--- config.mk ---
export PLATFORM = sky130hd
export DESIGN_NAME = sensor_stream_sim
export DESIGN_NICKNAME = d
export VERILOG_FILES = /design/src/rtl/sensor_stream_sim_pkg.sv /design/src/rtl/sensor_stream_rom.sv /design/src/rtl/sensor_stream_sim.sv
export SDC_FILE = /design/constraint.sdc
export NUM_CORES = 1
export LEC_CHECK = 0
export BUFFER_PORTS_ARGS = -buffer_cell sky130_fd_sc_hd__buf_2
export CORE_AREA = 2 2 259 261
export CTS_BUF_LIST = sky130_fd_sc_hd__clkbuf_4
export CTS_CLUSTER_DIAMETER = 80
export DETAILED_ROUTE_END_ITERATION = 12
export DIE_AREA = 0 0 261 263
export SKIP_CTS_REPAIR_TIMING = 1
export SLEW_MARGIN = 20
export SYNTH_ARGS = -nofsm -noshare
export SYNTH_HDL_FRONTEND = slang
export SYNTH_SLANG_ARGS = --single-unit
--- constraint.sdc ---
create_clock -name clock -period 5.1 [get_ports clock]
set_clock_uncertainty 0.1 [all_clocks]
set_input_delay 0.255 -clock clock [delete_from_list [all_inputs] [get_ports clock]]
set_output_delay 0.255 -clock clock [all_outputs]
set_load 0.01 [all_outputs]
--- src/rtl/sensor_stream_sim_pkg.sv ---
// Shared definitions for the sensor stream simulator.
//   state_t          : packet FSM states
//   DEF_BASE_PERIOD  : default reset period of channel 0 (clocks)
//   DEF_PERIOD_STEP  : default per-channel period increment (clocks)
package sensor_stream_sim_pkg;

  typedef enum logic [1:0] {
    S_IDLE,
    S_SELECT,
    S_FETCH,
    S_SEND
  } state_t;

  localparam int DEF_BASE_PERIOD = 30000;
  localparam int DEF_PERIOD_STEP = 5000;

endpackage

--- src/rtl/sensor_stream_rom.sv ---
// Packet store: combinational (channel, index) -> DATA_W word.
// Each 32-bit slice k of the word is {8'h5A+k, channel, index[15:0]},
// truncated to DATA_W, so any packet identifies its source and position.
// Ports:
//   i_ch   : channel number
//   i_idx  : packet index within the channel stream
//   o_data : packet payload
module sensor_stream_rom
  import sensor_stream_sim_pkg::*;
#(
  parameter int DATA_W = 110,
  parameter int CH_W   = 3,
  parameter int IDX_W  = 6
) (
  input  logic [CH_W-1:0]   i_ch,
  input  logic [IDX_W-1:0]  i_idx,
  output logic [DATA_W-1:0] o_data
);

  localparam int NCHK = (DATA_W + 31) / 32;

  logic [NCHK*32-1:0] w_full;

  for (genvar k = 0; k < NCHK; k++) begin : g_chk
    assign w_full[k*32 +: 32] = {8'(8'h5A + k), 8'(i_ch), 16'(i_idx)};
  end

  assign o_data = w_full[DATA_W-1:0];

endmodule

--- src/rtl/sensor_stream_sim.sv ---
// Simulated multi-channel sensor: each channel has a period timer; on expiry
// the channel raises pending, a round-robin FSM picks a pending channel,
// fetches its next packet from the ROM and offers it on a valid/ready port.
// Ports:
//   clock, reset        : clock, synchronous active-high reset
//   ch_enable           : per-channel run enable
//   wrap_mode           : 1 = stream wraps, 0 = channel stops after last packet
//   period_load/_ch/_value : one-cycle period write (value 0 ignored)
//   out_valid/out_ready : packet handshake
//   out_channel/out_data: packet source and payload
//   pending/overrun/exhausted : per-channel status
module sensor_stream_sim
  import sensor_stream_sim_pkg::*;
#(
  parameter int NUM_CH      = 8,
  parameter int DATA_W      = 110,
  parameter int DEPTH       = 64,
  parameter int TIMER_W     = 16,
  parameter int BASE_PERIOD = DEF_BASE_PERIOD,
  parameter int PERIOD_STEP = DEF_PERIOD_STEP,
  localparam int CH_W  = (NUM_CH > 1) ? $clog2(NUM_CH) : 1,
  localparam int IDX_W = (DEPTH > 1) ? $clog2(DEPTH) : 1
) (
  input  logic               clock,
  input  logic               reset,
  input  logic [NUM_CH-1:0]  ch_enable,
  input  logic               wrap_mode,
  input  logic               period_load,
  input  logic [CH_W-1:0]    period_ch,
  input  logic [TIMER_W-1:0] period_value,
  output logic               out_valid,
  input  logic               out_ready,
  output logic [CH_W-1:0]    out_channel,
  output logic [DATA_W-1:0]  out_data,
  output logic [NUM_CH-1:0]  pending,
  output logic [NUM_CH-1:0]  overrun,
  output logic [NUM_CH-1:0]  exhausted
);

  state_t                          r_state, w_state_nx;
  logic [NUM_CH-1:0][TIMER_W-1:0]  r_cnt, r_per;
  logic [NUM_CH-1:0][IDX_W-1:0]    r_idx;
  logic [NUM_CH-1:0]               r_pend, r_ovr, r_exh;
  // r_grant doubles as the round-robin "last granted" pointer.
  logic [CH_W-1:0]                 r_grant, r_chan;
  logic [DATA_W-1:0]               r_data;

  logic [NUM_CH-1:0] w_run, w_exp, w_load, w_clr, w_last, w_exh_set;
  logic              w_hs;
  logic [CH_W-1:0]   w_pick, w_cand;
  logic [DATA_W-1:0] w_rom;

  assign w_hs = (r_state == S_SEND) && out_ready;

  always_comb begin
    for (int c = 0; c < NUM_CH; c++) begin
      w_run[c]     = ch_enable[c] && !r_exh[c];
      w_exp[c]     = w_run[c] && (r_cnt[c] == r_per[c] - TIMER_W'(1));
      w_load[c]    = period_load && (period_ch == CH_W'(c)) && (period_value != '0);
      w_clr[c]     = w_hs && (r_grant == CH_W'(c));
      w_last[c]    = (r_idx[c] == IDX_W'(DEPTH - 1));
      w_exh_set[c] = w_clr[c] && w_last[c] && !wrap_mode;
    end
  end

  // Scan from farthest to nearest so the nearest pending channel after the
  // last grant is the final (winning) assignment.
  always_comb begin
    w_pick = r_grant;
    w_cand = '0;
    for (int k = NUM_CH; k >= 1; k--) begin
      w_cand = CH_W'((int'(r_grant) + k) % NUM_CH);
      if (r_pend[w_cand]) w_pick = w_cand;
    end
  end

  sensor_stream_rom #(
    .DATA_W (DATA_W),
    .CH_W   (CH_W),
    .IDX_W  (IDX_W)
  ) u_rom (
    .i_ch   (r_grant),
    .i_idx  (r_idx[r_grant]),
    .o_data (w_rom)
  );

  always_comb begin
    w_state_nx = r_state;
    unique case (r_state)
      S_IDLE:   if (|r_pend) w_state_nx = S_SELECT;
      S_SELECT: w_state_nx = S_FETCH;
      S_FETCH:  w_state_nx = S_SEND;
      S_SEND:   if (out_ready) w_state_nx = S_IDLE;
      default:  w_state_nx = S_IDLE;
    endcase
  end

  always_ff @(posedge clock) begin
    if (reset) begin
      r_state <= S_IDLE;
      r_grant <= CH_W'(NUM_CH - 1);
      r_chan  <= '0;
      r_data  <= '0;
      r_pend  <= '0;
      r_ovr   <= '0;
      r_exh   <= '0;
      for (int c = 0; c < NUM_CH; c++) begin
        r_cnt[c] <= '0;
        r_per[c] <= TIMER_W'(BASE_PERIOD + c * PERIOD_STEP);
        r_idx[c] <= '0;
      end
    end else begin
      r_state <= w_state_nx;
      if (r_state == S_SELECT) r_grant <= w_pick;
      if (r_state == S_FETCH) begin
        r_data <= w_rom;
        r_chan <= r_grant;
      end
      for (int c = 0; c < NUM_CH; c++) begin
        if (w_load[c]) begin
          r_per[c] <= period_value;
          r_cnt[c] <= '0;
        end else if (w_run[c]) begin
          r_cnt[c] <= w_exp[c] ? '0 : r_cnt[c] + TIMER_W'(1);
        end
        // Expiry coinciding with the handshake re-arms pending without overrun.
        if (w_exp[c] && r_pend[c] && !w_clr[c]) r_ovr[c] <= 1'b1;
        if (w_exh_set[c]) begin
          r_exh[c]  <= 1'b1;
          r_pend[c] <= 1'b0;
        end else if (w_exp[c]) begin
          r_pend[c] <= 1'b1;
        end else if (w_clr[c]) begin
          r_pend[c] <= 1'b0;
        end
        if (w_clr[c] && !w_last[c]) r_idx[c] <= r_idx[c] + IDX_W'(1);
        else if (w_clr[c] && wrap_mode) r_idx[c] <= '0;
      end
    end
  end

  assign out_valid   = (r_state == S_SEND);
  assign out_channel = r_chan;
  assign out_data    = r_data;
  assign pending     = r_pend;
  assign overrun     = r_ovr;
  assign exhausted   = r_exh;

endmodule
==> Word-level counts from Yosys, hierarchy flattened <==
Cells that the tools add are included.
{ "totals": {"output_inout_bits": 138, "inputBits": 32, "word_cells": 351, "reg_bits": 382} }
{ "classes": {"reduce_logical": 154, "muxes": 69, "addsub": 32, "n_eq_ne": 35, "order_cmp": 9} }
{ "op_table": {"columns": ["op", "count"], "rows": [
  ["16-bit by 1-bit adder with 16-bit output, second input constant", 8],
  ["16-bit == test", 8],
  ["16-bit two-way mux", 8],
  ["16-bit by 1-bit subtractor with 16-bit output, second input constant", 8],
  ["6-bit two-way mux", 17],
  ["1-bit logical AND", 89],
  ["6-bit by 1-bit adder with 6-bit output, second input constant", 8],
  ["6-bit == test, second input constant", 8],
  ["3-bit by 4-bit less-than comparator with 1-bit output, second input constant", 9],
  ["2-bit nonzero test", 16],
  ["2-bit OR reduction", 16],
  ["1-bit zero test", 25],
  ["1-bit binary-select mux with 3-bit select", 8],
  ["3-bit == test, second input constant", 8],
  ["1-bit two-way mux", 24],
  ["3-bit two-way mux", 8],
  ["6-bit binary-select mux with 3-bit select", 1],
  ["16-bit nonzero test", 1],
  ["3-bit adder, second input constant", 4],
  ["3-bit by 2-bit == test with 1-bit output, second input constant", 4],
  ["2-bit one-hot mux with 4 select lines", 1],
  ["8-bit nonzero test", 1],
  ["8-bit OR reduction", 1],
  ["3-bit by 1-bit adder with 3-bit output, second input constant", 2],
  ["other kinds (10)", 16]
]} }

==> Longest topological paths before layout <==
Gate-level depths: netlist (run 1).
{ "logic_depth": {"ltp_word": 11, "ltp_mapped": 13, "ltp_nobuf": 9} }

==> By module <==
Synthesis (run 1) repeated with hierarchy kept, for this count alone.
{ "hier_totals": {"cells_unflattened": 2852, "area_unflattened_um2": 24319.6} }
{ "modules_own_cells": {"columns": ["mod", "seq_area_each_um2", "area_each_um2", "n_inst", "cells_per_inst"], "rows": [
  ["sensor_stream_sim", 8928.6, 23486.3, 1, 2740],
  ["sensor_stream_rom", 0.0, 833.3, 1, 112]
]} }

==> Worst setup path after synthesis (run 1) <==
No wires, ideal clock.
{ "synth_timing": {"kind": "register to register", "from": "register r_grant[1]", "to": "register r_grant[0]", "t_arrival_ps": 4076, "synth_period_minus_slack_ps": 4248, "stages_incl_launch_ff": 12, "path_slack_ps": 852, "path_buffers": 3, "required_ps": 4928, "setup_ps": 72, "cell_sequence": "dfxtp_1 clkbuf_1 buf_1 inv_1 ha_1 buf_1 mux2_2 mux4_2 or2_2 o41a_1 o21ai_0 mux2i_1"} }
{ "synth_via": {"elab_chain_cells": 10, "word_cells_on_any_way": 33, "classes_between": "add/sub: 8; mux: 23; reduce/logical: 2"} }
{ "synth_rtl": {"columns": ["element", "line_no", "source"], "rows": [
  ["start, declared", "sensor_stream_sim.sv:45", "logic [CH_W-1:0] r_grant, r_chan;"],
  ["start signal, assigned", "sensor_stream_sim.sv:101", "r_grant <= CH_W'(NUM_CH - 1);"],
  ["start signal, assigned", "sensor_stream_sim.sv:114", "if (r_state == S_SELECT) r_grant <= w_pick;"],
  ["3-bit adder", "sensor_stream_sim.sv:72", "w_cand = CH_W'((int'(r_grant) + k) % NUM_CH);"],
  ["1-bit binary-select mux with 3-bit select", "sensor_stream_sim.sv:73", "if (r_pend[w_cand]) w_pick = w_cand;"],
  ["1-bit two-way mux (implied by the code)", "sensor_stream_sim.sv:73", null],
  ["3-bit two-way mux (7 in series)", "sensor_stream_sim.sv:73", null]
]} }
Several ways; a longest one is shown, not always the timed one. The select of a mux whose other input is x is not followed.
A chain may end at the register's enable or synchronous reset.

==> Final worst setup path (run 1) <==
{ "layout_timing": {"from": "register r_per[16] (netlist bit)", "to": "register r_cnt[20] (netlist bit)"} }
{ "layout_via": {"elab_chain_cells": 4} }
{ "layout_rtl": {"columns": ["element", "line_no", "source"], "rows": [
  ["start, declared", "sensor_stream_sim.sv:41", "logic [NUM_CH-1:0][TIMER_W-1:0] r_cnt, r_per;"],
  ["start signal, assigned by index", "sensor_stream_sim.sv:109", "r_per[c] <= TIMER_W'(BASE_PERIOD + c * PERIOD_STEP);"],
  ["start signal, assigned by index", "sensor_stream_sim.sv:121", "r_per[c] <= period_value;"],
  ["16-bit by 1-bit subtractor with 16-bit output", "sensor_stream_sim.sv:58", "w_exp[c] = w_run[c] && (r_cnt[c] == r_per[c] - TIMER_W'(1));"],
  ["16-bit == test", "sensor_stream_sim.sv:58", null],
  ["1-bit logical AND", "sensor_stream_sim.sv:58", null],
  ["16-bit two-way mux", "sensor_stream_sim.sv:124", "r_cnt[c] <= w_exp[c] ? '0 : r_cnt[c] + TIMER_W'(1);"],
  ["end signal, assigned by index", "sensor_stream_sim.sv:124", null],
  ["end, declared", "sensor_stream_sim.sv:41", null]
]} }
No other way between the ends.

==> results.sh, run 1 <==
export IMPL_status="complete, no violations"
export IMPL_cts_tree="yes"
export IMPL_syn_avg_cell_area_um2=8.17
export IMPL_post_route_period_util_pct=75.1
export IMPL_critPathBufInv=1
export IMPL_r2r_end="r_cnt[20]$_SDFFE_PP0P_"
export IMPL_htreeDepth=3
export IMPL_floorplan_initialDensity_pct=30.8
export IMPL_drive_gt1_share_pct=12.6
export IMPL_yosysTopAreaCell="dfxtp_1"
export IMPL_startpoint_type="flip-flop"
export IMPL_ios=170
export IMPL_vias_per_cell=4.97
export IMPL_place_gp_congestion=0.856
export IMPL_hp_class="input port to flip-flop"
export IMPL_crit_path_top_delay_cell="o21ai_1"
export IMPL_max_cap_violations=0
export IMPL_rsz0062_at_grt="false"
export IMPL_core_area_um2=65600
export IMPL_end_kind="flip-flop"
export IMPL_cp_depth=9
export IMPL_worst_pin_slew_ns=1.02
export IMPL_cp_top_family="simple AND/OR/NAND/NOR gates"
export IMPL_die_y_um=263
export IMPL_grt_ovfl_total=0
export IMPL_ys_warn_count=0
export IMPL_crit_path_max_fanout=14
export IMPL_clkLatencyLatePin_ns=0.83
export IMPL_max_slew_margin_pct=31.5
export IMPL_vias=17405
export IMPL_numCtsBuffers=96
export IMPL_finalHoldViolCount=0
export IMPL_layout_common_cells="nor2_1 (345), dfxtp_1 (343), nand2_1 (203)"
export IMPL_cts_root_buf="clkbuf_4"
export IMPL_ant_nets=0
export IMPL_ys_top_cells_by_area="dfxtp_1 (34%), nor2_1 (6.5%), xor2_1 (5.9%)"
export IMPL_antenna_found_initial=2
export IMPL_die_w_um=261
export IMPL_min_period_ns=3.83
export IMPL_yosysTopAreaCellShare_pct=34.0
export IMPL_grt_util_all_layers_pct=15.4
export IMPL_ys_seq_area_share_pct=34.0
export IMPL_crit_path_start="r_per[16]$_SDFFE_PP0P_"
export IMPL_synth_flop_cell="dfxtp_1"
export IMPL_layout_commonest_cell="nor2_1"
export IMPL_row_count=94
export IMPL_power_density_nw_per_um2=253
export IMPL_port_buffers=105
export IMPL_synth_cells=2474
export IMPL_criticalPathCategory="flip-flop to flip-flop"
export IMPL_synth_edff_count=0
export IMPL_synth_seq_cells=343
export IMPL_max_stage_delay_ns=0.80
export IMPL_cp_required_ns=5.64
export IMPL_reg2reg_setup_slack_ns=1.27
export IMPL_area_growth_syn_to_layout_pct=11.1
export IMPL_peakVddDrop_mv=0.126
export IMPL_crit_chain="inv_1, ha_1, or4b_2, nor3_1, nand4_1, a22o_1, or4b_1, o21ai_1, nor2_1"
export IMPL_stdcell_area_um2=22500
export IMPL_grt_start_max_net_pins=88
export IMPL_drcViolationCount=0
export IMPL_fin_nets=2629
export IMPL_fmax_mhz=261
export IMPL_synth_cell_type_count=79
export IMPL_clk_transition_reported_paths_ns=0.07
export IMPL_cts_sinks=343
export IMPL_cts_buffer_depth=3
export IMPL_setup_violations=0
export IMPL_p_leak_uw=0.00856
export IMPL_drtPass1Iterations=6
export IMPL_slew_violations=0
export IMPL_crit_arrival_ns=4.36
export IMPL_whs_path_depth=6
export IMPL_r2r_start="r_per[16]$_SDFFE_PP0P_"
export IMPL_drtIter0Drc=1226
export IMPL_ff2ff_path_depth=9
export IMPL_crit_end="r_cnt[20]$_SDFFE_PP0P_"
export IMPL_dpl_cell_area_um2=20900
export IMPL_grt_pass1_wl_um=86100
export IMPL_wl_um=53900
export IMPL_fin_setup_tns_ns=0
export IMPL_async_reset_ff_share_pct=0
export IMPL_syn_area_um2=20200
export IMPL_post_drt_wl_per_cell_um=15.4
export IMPL_dp_hpwl_um=38100
export IMPL_first_global_vias=15959
export IMPL_die_area_um2=68600
flip-flops by register name (all words and copies together), names as in the netlist:
signal and flops:
r_per 128, overrun 8, r_grant 3, out_data 8, pending 8, r_state 2, r_idx 48, out_channel 2
r_cnt 128, exhausted 8
cells in the mapped netlist (52+ instances only):
library cell / count
nor3_1: 75
nand3_1: 103
nand2_1: 203
and3_1: 64
xnor2_1: 113
a21oi_1: 101
dfxtp_1: 343
xor2_1: 136
nor2_1: 348
inv_1: 56
clkbuf_1: 112
mux2i_1: 92
o21ai_0: 68
nand4_1: 52
buf_4: 103
layout make-up:
| cell class | count | area [um^2] |
|---|---|---|
| clock inverter | 32 | 129 |
| tap | 864 | 1080 |
| fill | 6950 | 43200 |
| sequential | 343 | 6870 |
| antenna | 2 | 5.00 |
| inverter | 56 | 210 |
| clock buffer | 139 | 1040 |
| timing repair buffer | 156 | 1000 |
| multi-input combinational | 1908 | 12100 |
metrics by stage:
stage | hold WS [ns] | instances | power [uW] | setup WS [ns] | util, %
CTS | -0.372 | 3464 | 5760 | 1.33 | 33.7
floorplan | 0.273 | 2537 | 3190 | 0.852 | -
detailed placement | 0.341 | 3293 | 3260 | 1.38 | 31.9
global route | 0.00230 | 3500 | 5990 | 0.986 | 34.2
finish | 0.00934 | 3500 | 5680 | 1.27 | 34.2
global placement | 0.337 | 3293 | 3260 | 1.37 | 31.9
worst min path at each step:
stage | start | to | slack (ns)
final | period_ch[2] | r_per[80]$_SDFFE_PP0P_ | 0.009
after global routing | period_ch[2] | r_per[82]$_SDFFE_PP0P_ | 0.002
after CTS | period_value[6] | r_per[86]$_SDFFE_PP1P_ | -0.37
after detailed placement | overrun[1]$_SDFFE_PP0P_ | overrun[1]$_SDFFE_PP0P_ | 0.34
after global placement | overrun[3]$_SDFFE_PP0P_ | overrun[3]$_SDFFE_PP0P_ | 0.34
after floorplan | period_value[6] | r_per[54]$_SDFFE_PP1P_ | 0.27
power breakdown:
part	internal, uW	total (uW)	switching, uW	leakage (uW)
Clock	1250	2450	1200	0.000703
Combinational	162	435	273	0.00508
Sequential	2720	2790	65.3	0.00277
Total	4130	5680	1540	0.00856
routing by layer:
metal	GRT usage [%]	part of all wire, %
met1	21.0	48
met4	5.57	2.7
met3	3.43	5.7
met5	0	0
met2	23.6	44
logic make-up after synthesis:
family | share of synthesized area (%)
flip-flops | 34.0
adder cells (fa/ha/maj) | 2.23
AND/OR/NAND/NOR | 26.4
XOR/XNOR | 10.8
multiplexers | 7.01
buffers and inverters | 7.29
other | 0.0186
AO/OA/AOI/OAI | 12.3
worst min-delay path: cells and delay by family:
kind / cells / cell delay [ns]
AOI/OAI and AO/OA: 1 / 0.05
buffers and inverters: 2 / 0.31
and+or+nand+nor: 3 / 0.27
No activity file was read; power rests on OpenSTA's default activity.
==> run 2: changes to the inputs <==
Settings changed: ABC_AREA set to 1, CORE_AREA 2 2 259 261 to 2 2 266 268, DIE_AREA 0 0 261 263 to 0 0 268 270.
Clock period 5.1 ns to 3.35 ns, I/O delays scaled along.
==> results.sh, run 2 <==
export IMPL_synth_cell_type_count=57
export IMPL_ant_nets=0
export IMPL_synth_cells=3182
export IMPL_p_seq_share_pct=44.7
export IMPL_p_comb_share_pct=16.0
export IMPL_cts_sinks=343
export IMPL_cts_root_buf="clkbuf_4"
export IMPL_ios=170
export IMPL_fin_setup_tns_ns=0
export IMPL_grt_util_all_layers_pct=16.1
export IMPL_place_ws_ns=0.751
export IMPL_hp_class="input port to flip-flop"
export IMPL_yosysTopAreaCell="dfxtp_1"
export IMPL_async_reset_ff_share_pct=0
export IMPL_floorplan_initialDensity_pct=30.6
export IMPL_synth_flop_cell="dfxtp_1"
export IMPL_slew_violations=0
export IMPL_finalHoldViolCount=0
export IMPL_max_cap_violations=0
export IMPL_grt_pass1_wl_um=94200
export IMPL_min_period_ns=3.11
export IMPL_layout_common_cells="nand2_1 (707), nor2_1 (430), inv_1 (381)"
export IMPL_drtIter0Drc=1420
export IMPL_sw_frac_of_total_pct=31.1
export IMPL_clkLatencyLatePin_ns=0.84
export IMPL_yosys_cell_count_top_type="nand2_1"
export IMPL_power_density_nw_per_um2=411
export IMPL_synth_edff_count=0
export IMPL_wl_um=58700
export IMPL_status="complete, no violations"
export IMPL_synth_fa_ha_area_share_pct=2.12
export IMPL_first_global_vias=18169
export IMPL_worst_pin_slew_ns=0.662
export IMPL_setup_violations=0
export IMPL_syn_avg_cell_area_um2=6.69
export IMPL_max_slew_margin_pct=55.9
export IMPL_p_leak_uw=0.0100
export IMPL_drtPass1Iterations=5
export IMPL_die_area_um2=72400
export IMPL_die_w_um=268
export IMPL_cp_required_ns=4.03
export IMPL_crit_arrival_ns=3.79
export IMPL_antenna_found_initial=4
export IMPL_whs_path_depth=3
export IMPL_numCtsBuffers=96
export IMPL_layout_commonest_cell="nand2_1"
export IMPL_cts_buffer_depth=3
export IMPL_core_area_um2=69500
export IMPL_htreeDepth=3
export IMPL_fmax_mhz=322
export IMPL_grt_ovfl_total=0
export IMPL_synth_top_family_by_area="simple AND/OR/NAND/NOR gates"
export IMPL_vias=19828
export IMPL_synth_seq_cells=343
export IMPL_power_net_switching_uw=3030
export IMPL_ys_top_cells_by_count="nand2_1 (707), nor2_1 (430), inv_1 (382), dfxtp_1 (343), nand3_1 (246)"
export IMPL_ys_top_cells_by_area="dfxtp_1 (32%), nand2_1 (12%), nor2_1 (7.6%)"
export IMPL_startpoint_type="input port"
export IMPL_crit_path_max_fanout=18
export IMPL_ys_seq_area_share_pct=32.3
export IMPL_dp_hpwl_um=43200
export IMPL_worst_slack_ns=0.244
export IMPL_peakVddDrop_mv=0.240
export IMPL_place_gp_congestion=0.865
export IMPL_intPower_uw=6710
export IMPL_row_count=97
export IMPL_die_y_um=270
export IMPL_vias_per_cell=4.58
export IMPL_criticalPathCategory="input port to flip-flop"
export IMPL_ff2ff_path_depth=14
export IMPL_rsz0062_at_grt="false"
export IMPL_synth_simple_area_share_pct=34.8
export IMPL_end_kind="flip-flop"
export IMPL_top_regs="r_cnt (128), r_per (128), r_idx (48)"
export IMPL_post_drt_wl_per_cell_um=13.5
export IMPL_synth_mux_area_share_pct=0
export IMPL_synth_compound_area_share_pct=10.3
export IMPL_synth_xor_area_share_pct=7.66
export IMPL_port_buffers=105
export IMPL_p_clk_share_pct=39.3
export IMPL_post_route_period_util_pct=92.7
export IMPL_ys_warn_count=0
export IMPL_cts_tree="yes"
export IMPL_yosysTopAreaCellShare_pct=32.3
export IMPL_area_growth_syn_to_layout_pct=11.4
export IMPL_syn_area_um2=21300
export IMPL_drcViolationCount=0
export IMPL_grt_start_max_net_pins=102
export IMPL_fin_nets=3387
export IMPL_drive_gt1_share_pct=12.9
export IMPL_clk_transition_reported_paths_ns=0.06
run 2: cells by family (layout without fill, tap and decap cells):
group           Yosys count  count (layout)
simple gates           1646            1646
buf+inv                 583             728
compound gates          390             390
flops                   343             343
xor+xnor                183             183
fa+ha+maj                36              36
other cells               1              66
run 2: critical path: stages:
cell           delay (ns)
dlygate4sd3_1        0.52
buf_2                0.12
nor2_1               0.44
nand4_1              0.16
nand3b_4             0.23
nand3_4              0.08
dlygate4sd3_1        0.80
nor2_4               0.21
nor2_4               0.20
nand2_4              0.17
nor2_1               0.12
dlygate4sd3_1        0.54
run 2: area by class of cell:
| class | instances | area (um^2) |
|---|---|---|
| multi-input combinational | 2319 | 11900 |
| timing repair buffer | 157 | 1030 |
| antenna | 2 | 5.00 |
| clock buffer | 139 | 1040 |
| fill | 7618 | 45800 |
| inverter | 402 | 1510 |
| clock inverter | 30 | 151 |
| tap | 940 | 1180 |
| sequential | 343 | 6870 |
run 2: through the flow:
stage / cell area [um^2] / hold WS, ns / util (%) / total power [uW] / std cells
2_1_floorplan: 21500 / 0.249 / - / 5740 / 3245
3_3_place_gp: 22100 / 0.339 / 31.8 / 5950 / 4122
3_5_place_dp: 22100 / 0.341 / 31.8 / 5960 / 4122
4_1_cts: 23300 / -0.483 / 33.5 / 9870 / 4291
5_1_grt: 23700 / 0.149 / 34.1 / 10300 / 4331
6_report: 23700 / 0.205 / 34.1 / 9740 / 4332
run 2: power by group through the flow:
stage | Combinational (uW) | Sequential, uW | Clock (uW)
after floorplan | 1310 | 4430 | 0
after global placement | 1510 | 4440 | 0
after detailed placement | 1510 | 4450 | 0
after CTS | 1520 | 4360 | 3990
after global routing | 1760 | 4380 | 4190
final | 1560 | 4360 | 3830
run 2: final timing paths:
| check | from | end | slack (ns) |
|---|---|---|---|
| setup / recovery | period_value[0] | r_cnt[18]$_SDFFE_PP0P_ | 0.24 |
| hold / removal | reset | overrun[1]$_SDFFE_PP0P_ | 0.21 |
| setup reg to reg | r_per[16]$_SDFFE_PP0P_ | r_cnt[18]$_SDFFE_PP0P_ | 0.55 |
| hold reg to reg | overrun[1]$_SDFFE_PP0P_ | overrun[1]$_SDFFE_PP0P_ | 0.35 |
run 2: metal layers:
metal  routed length, um  global-route usage [%]  up-vias  part of all wire (%)
li1                    -                       -    10321                     -
met3                3150                    3.05       97                   5.4
met1               28300                    22.2     8965                    48
met2               26000                    25.3      445                    44
met4                1220                    4.87        0                   2.1
met5                   0                       0        -                     0
